### src/rtl/bp_pkg.sv
// Shared definitions for the dynamic branch predictor.
//   - idx_w_f : index width from the table depth
//   - ctr_inc / ctr_dec : saturating counter helpers; the width is passed as an argument
//   - btb_entry_t : one BTB entry {valid, tag, target}. The tag field is sized for the
//     widest legal tag, and narrower tags are stored zero-extended.
package bp_pkg;

   localparam int unsigned BP_TAG_MAX = 30;

   typedef struct packed {
      logic                  valid;
      logic [BP_TAG_MAX-1:0] tag;
      logic [31:0]           target;
   } btb_entry_t;

   function automatic int unsigned idx_w_f(input int unsigned entries);
      return $clog2(entries);
   endfunction

   function automatic logic [31:0] ctr_max(input int unsigned w);
      if (w >= 32) return '1;
      return (32'd1 << w) - 32'd1;
   endfunction

   function automatic logic [31:0] ctr_inc(input logic [31:0] v, input int unsigned w);
      return (v == ctr_max(w)) ? v : v + 32'd1;
   endfunction

   function automatic logic [31:0] ctr_dec(input logic [31:0] v, input int unsigned w);
      return (v == 32'd0) ? v : v - 32'd1;
   endfunction

endpackage

### src/rtl/bp_sat_ctr_bank.sv
// Bank of ENTRIES saturating counters (the BHT).
// Ports:
//   clk, rst      clock, synchronous active-high reset (counters go weakly not-taken)
//   rd_idx_i      combinational read index  -> rd_ctr_o
//   upd_en_i      apply an update at upd_idx_i this edge
//   upd_idx_i     counter to train
//   upd_taken_i   1: saturating increment, 0: saturating decrement
module bp_sat_ctr_bank
   import bp_pkg::*;
#(
   parameter int unsigned ENTRIES = 64,
   parameter int unsigned CTR_W   = 2
) (
   input  logic                          clk,
   input  logic                          rst,
   input  logic [idx_w_f(ENTRIES)-1:0]   rd_idx_i,
   output logic [CTR_W-1:0]              rd_ctr_o,
   input  logic                          upd_en_i,
   input  logic [idx_w_f(ENTRIES)-1:0]   upd_idx_i,
   input  logic                          upd_taken_i
);

   // Weakly not-taken: 2^(CTR_W-1)-1, which is 0 for a 1-bit counter.
   localparam logic [CTR_W-1:0] CTR_RST = CTR_W'((32'd1 << (CTR_W - 1)) - 32'd1);

   logic [CTR_W-1:0] ctr_q [ENTRIES];
   logic [CTR_W-1:0] ctr_d [ENTRIES];

   assign rd_ctr_o = ctr_q[rd_idx_i];

   always_comb begin
      ctr_d = ctr_q;
      if (upd_en_i) begin
         if (upd_taken_i)
            ctr_d[upd_idx_i] = CTR_W'(ctr_inc(32'(ctr_q[upd_idx_i]), CTR_W));
         else
            ctr_d[upd_idx_i] = CTR_W'(ctr_dec(32'(ctr_q[upd_idx_i]), CTR_W));
      end
   end

   always_ff @(posedge clk) begin
      if (rst) begin
         for (int i = 0; i < int'(ENTRIES); i++) ctr_q[i] <= CTR_RST;
      end else begin
         ctr_q <= ctr_d;
      end
   end

endmodule

### src/rtl/bp_dynamic.sv
// Dynamic branch predictor: a BHT of saturating counters plus a tagged BTB.
// The fetch stage looks it up combinationally with pc_i. Decode trains it with one
// resolved branch per cycle through upd_*.
// Ports:
//   clk, rst                     clock, synchronous active-high reset
//   pc_i                         fetch PC for lookup
//   pred_taken_o / pred_hit_o    direction prediction / BTB valid and tag match
//   pred_target_o                predicted target, 0 unless predicted taken
//   upd_valid_i, upd_pc_i,
//   upd_taken_i, upd_target_i    resolved branch training port
//   flush_i                      invalidate every BTB entry (counters and history retained)
// Optional feature: define BP_GSHARE_EN to XOR a HIST_W-bit global history into the BHT index.
module bp_dynamic
   import bp_pkg::*;
#(
   parameter int unsigned ENTRIES = 64,
   parameter int unsigned CTR_W   = 2,
   parameter int unsigned TAG_W   = 8,
   parameter int unsigned HIST_W  = 6
) (
   input  logic        clk,
   input  logic        rst,
   input  logic [31:0] pc_i,
   output logic        pred_taken_o,
   output logic        pred_hit_o,
   output logic [31:0] pred_target_o,
   input  logic        upd_valid_i,
   input  logic [31:0] upd_pc_i,
   input  logic        upd_taken_i,
   input  logic [31:0] upd_target_i,
   input  logic        flush_i
);

   localparam int unsigned IDX_W = idx_w_f(ENTRIES);

   btb_entry_t btb_q [ENTRIES];
   btb_entry_t btb_d [ENTRIES];

   logic [IDX_W-1:0] lk_btb_idx, lk_bht_idx, upd_btb_idx, upd_bht_idx;
   logic [TAG_W-1:0] lk_tag, upd_tag;
   logic [CTR_W-1:0] lk_ctr;
   btb_entry_t       lk_entry;

   assign lk_btb_idx  = pc_i[IDX_W+1:2];
   assign upd_btb_idx = upd_pc_i[IDX_W+1:2];
   assign lk_tag      = pc_i[IDX_W+TAG_W+1:IDX_W+2];
   assign upd_tag     = upd_pc_i[IDX_W+TAG_W+1:IDX_W+2];

`ifdef BP_GSHARE_EN
   // Non-speculative history. Lookup and update both see the pre-shift value.
   logic [HIST_W-1:0] hist_q, hist_d;

   assign lk_bht_idx  = lk_btb_idx ^ IDX_W'(hist_q);
   assign upd_bht_idx = upd_btb_idx ^ IDX_W'(hist_q);

   // The truncating cast handles HIST_W=1, where hist simply becomes upd_taken_i.
   always_comb begin
      hist_d = hist_q;
      if (upd_valid_i) hist_d = HIST_W'({hist_q, upd_taken_i});
   end

   always_ff @(posedge clk) begin
      if (rst) hist_q <= '0;
      else     hist_q <= hist_d;
   end
`else
   localparam int unsigned unused_hist_w = HIST_W;

   assign lk_bht_idx  = lk_btb_idx;
   assign upd_bht_idx = upd_btb_idx;
`endif

   bp_sat_ctr_bank #(
      .ENTRIES (ENTRIES),
      .CTR_W   (CTR_W)
   ) u_ctr_bank (
      .clk         (clk),
      .rst         (rst),
      .rd_idx_i    (lk_bht_idx),
      .rd_ctr_o    (lk_ctr),
      .upd_en_i    (upd_valid_i),
      .upd_idx_i   (upd_bht_idx),
      .upd_taken_i (upd_taken_i)
   );

   // Lookup sees pre-update state. There is no bypass from the update port.
   always_comb begin
      lk_entry      = btb_q[lk_btb_idx];
      pred_hit_o    = lk_entry.valid && (lk_entry.tag == BP_TAG_MAX'(lk_tag));
      pred_taken_o  = pred_hit_o && lk_ctr[CTR_W-1];
      pred_target_o = pred_taken_o ? lk_entry.target : 32'd0;
   end

   // Taken updates overwrite the entry, including an aliasing one. A flush in the same
   // cycle is applied afterwards, so it wins over the valid bit.
   always_comb begin
      btb_d = btb_q;
      if (upd_valid_i && upd_taken_i) begin
         btb_d[upd_btb_idx].valid  = 1'b1;
         btb_d[upd_btb_idx].tag    = BP_TAG_MAX'(upd_tag);
         btb_d[upd_btb_idx].target = upd_target_i;
      end
      if (flush_i) begin
         for (int i = 0; i < int'(ENTRIES); i++) btb_d[i].valid = 1'b0;
      end
   end

   // Reset clears only the valid bits. Tags and targets are don't-care until written.
   always_ff @(posedge clk) begin
      if (rst) begin
         for (int i = 0; i < int'(ENTRIES); i++) btb_q[i].valid <= 1'b0;
      end else begin
         btb_q <= btb_d;
      end
   end

   logic unused_bits;
   assign unused_bits = ^{pc_i, upd_pc_i, lk_ctr};

endmodule
### config.mk
export PLATFORM = sky130hd
export DESIGN_NAME = bp_dynamic
export DESIGN_NICKNAME = d
export VERILOG_FILES = /design/src/rtl/bp_pkg.sv /design/src/rtl/bp_sat_ctr_bank.sv /design/src/rtl/bp_dynamic.sv
export SDC_FILE = /design/constraint.sdc
export NUM_CORES = 2
export LEC_CHECK = 0
export CAP_MARGIN = 15
export CORE_ASPECT_RATIO = 1.2
export CORE_MARGIN = 2
export CORE_UTILIZATION = 65
export DETAILED_ROUTE_END_ITERATION = 10
export GPL_ROUTABILITY_DRIVEN = 0
export PLACE_DENSITY_LB_ADDON = 0.25
export REMOVE_ABC_BUFFERS = 1
export SETUP_SLACK_MARGIN = 0.05
export SLEW_MARGIN = 20
export SYNTH_ARGS = -nofsm -noshare
export SYNTH_HDL_FRONTEND = slang
export SYNTH_HIERARCHICAL = 1
export SYNTH_SLANG_ARGS = --single-unit
### constraint.sdc
create_clock -name clk -period 8.5 [get_ports clk]
set_input_delay 1.7 -clock clk [delete_from_list [all_inputs] [get_ports clk]]
set_output_delay 1.7 -clock clk [all_outputs]
set_load 0.01 [all_outputs]
==> impl_results.md <==
* Most frequent cells in the layout: edfxtp_1 (2560), and2_1 (2058), mux4_2 (639), buf_4 (324), clkbuf_16 (291)
* Final-report max-slew violation count at 0
* VDD IR-drop max at 219 µV
* Reg-to-reg endpoint: u_ctr_bank/ctr_q[100]$_SDFFE_PP1P_
* Row count at 174
* CP required at 6.80 ns
* R2R cell count at 8
* Pwr Density at 208 nW/µm²
* CP endpoint: pred_target_o[18]
* Endpoints failing hold at 0
* Post-CTS Setup Inserts at 0
* CTS max path bufs at 4
* Leak Pwr at 39.2 nW
* Crit Path Max Fanout at 23
* First-pass GRT wire length at 505 mm
* Final Util at 72.1%
* Final setup fails at 9
* Fin worst setup slack at -0.201 ns
* DIE AREA at 191000 µm²
* Reg2reg setup slack at 5.03 ns
* Drt first pass iters at 8
* Fmax achieved at 115 MHz
* Max cap viols at 0
* RSZ-0062 raised after global routing: yes
* Initial core utilization at 65.3%
* Syn Inst Count at 7833
* Initial DRC count at 10200
* DRC viols at 0
* Reg2reg start: u_ctr_bank/ctr_q[9]$_SDFFE_PP0P_
* Critical path startpoint category: primary input
* Final ANT Viol Nets at 0
* WP data arrival at 7.00 ns
* Largest net degree at the start of global routing at 124
* Worst slew pin tran at 1.19 ns
* Worst-path clk slew at 0.06 ns
* CP max stage cell: a211oi_1
* I/O Buffers at 98
* Cts bufs inserted at 282
* Nets at 7852
* Wire per inst at 33.9 µm
* CTS root buffer: clkbuf_16
* Ys Warns at 6
* Initial antenna violation count at 12
* Io pins at 135
* Crit share post-route at 102%
* Slowest stage delay, CP at 1.01 ns
* Hold Crit Class: reg -> reg
* Gr ovfl total at 0
* Area growth syn-to-layout at 10.4%
* Synth Area per Inst at 15.6 µm²
* Critical-path cell list: buf_2 -> inv_2 -> a21oi_1 -> a22oi_1 -> a211oi_1 -> a41oi_2 -> xnor2_1 -> or4b_1 -> buf_4 -> nor4_1 -> clkdlybuf4s50_1
* Post-route clock skew at 0.0134 ns
* Layout cells sized above 1 at 20.5%
* Post-route minimum period at 8.70 ns
* Failing checks: negative setup slack
* Fin Setup TNS at -1.11 ns
* Critical Path Start: pc_i[6]
* Final WL at 353 mm
* # H-tree levels at 5
* Via/cell ratio at 6.98
* Kind of critical path: in -> out
* Crit. End Element: primary output
* Status: finished with violations
* TritonCTS Sinks at 2752
* Die width at 400 µm
* Clk_lat worst skew at 0.94 ns
* CTS tree: done
* Hold-fix buffers, CTS at 0
* WHS at 0.469 ns
* Slew Limit Headroom at 20.6%
* Commonest non-fill, non-tap cell in the layout: edfxtp_1
* Die H at 479 µm
* Total power at 28.0 mW
* Dpl hpwl at 199 mm
* Vias in the first global route at 73100
* Post-Syn Area at 122000 µm²
* Post_cts resized at 0
* Core area at 187000 µm²
* Gr usage total at 37.3%
* Vias post-DR at 72700
[metrics by stage]
step	area, µm²	cells	setup slack [ns]
finish	135000	10400	-0.201
floorplan	119000	7028	-0.468
detailed placement	126000	9927	0.399
CTS	135000	10400	0.388
global route	135000	10400	-0.0658
global placement	126000	9926	0.416
[worst min path at each step]
stage	start	end	cells past startpoint
2_1_floorplan	btb_q[1133]$_SDFFE_PP0P_	btb_q[1133]$_SDFFE_PP0P_	2
3_3_place_gp	btb_q[818]$_SDFFE_PP0P_	btb_q[818]$_SDFFE_PP0P_	2
3_5_place_dp	btb_q[1133]$_SDFFE_PP0P_	btb_q[1133]$_SDFFE_PP0P_	2
4_1_cts	btb_q[1133]$_SDFFE_PP0P_	btb_q[1133]$_SDFFE_PP0P_	2
5_1_grt	btb_q[1133]$_SDFFE_PP0P_	btb_q[1133]$_SDFFE_PP0P_	2
6_report	btb_q[755]$_SDFFE_PP0P_	btb_q[755]$_SDFFE_PP0P_	2
[final cells by class]
type	instances	area, µm²
flip-flops and latches	2752	80700
fillers	11100	52200
clock inverters	99	907
inverters	10	37.5
diodes	7	17.5
multi-input cells	4266	38700
clock buffers	375	7670
well taps	2464	3080
repair buffers	439	3680
[flip-flops by register name, indices dropped and copies added (netlist names)]
name,cells
btb_q,2624
u_ctr_bank/ctr_q,128
[power by group]
part           internal, mW  switching (mW)
logic                 0.427            1.04
registers              14.7         0.00827
clock network          6.84            5.03
[critical path: cells and delay by family]
kind / cells / cell delay (ns)
compound gates: 4 / 1.70
xor+xnor: 1 / 0.21
buf+inv: 4 / 1.86
simple gates: 2 / 1.45
[per-layer routing]
metal | wire length, µm | global-route usage, % | part of all wire (%)
met1 | 113000 | 46.3 | 32
met5 | 437 | 1.06 | 0.12
met2 | 166000 | 58.0 | 47
met4 | 29400 | 26.0 | 8.3
met3 | 44000 | 9.35 | 12
No activity file was read; power rests on OpenSTA's default activity.
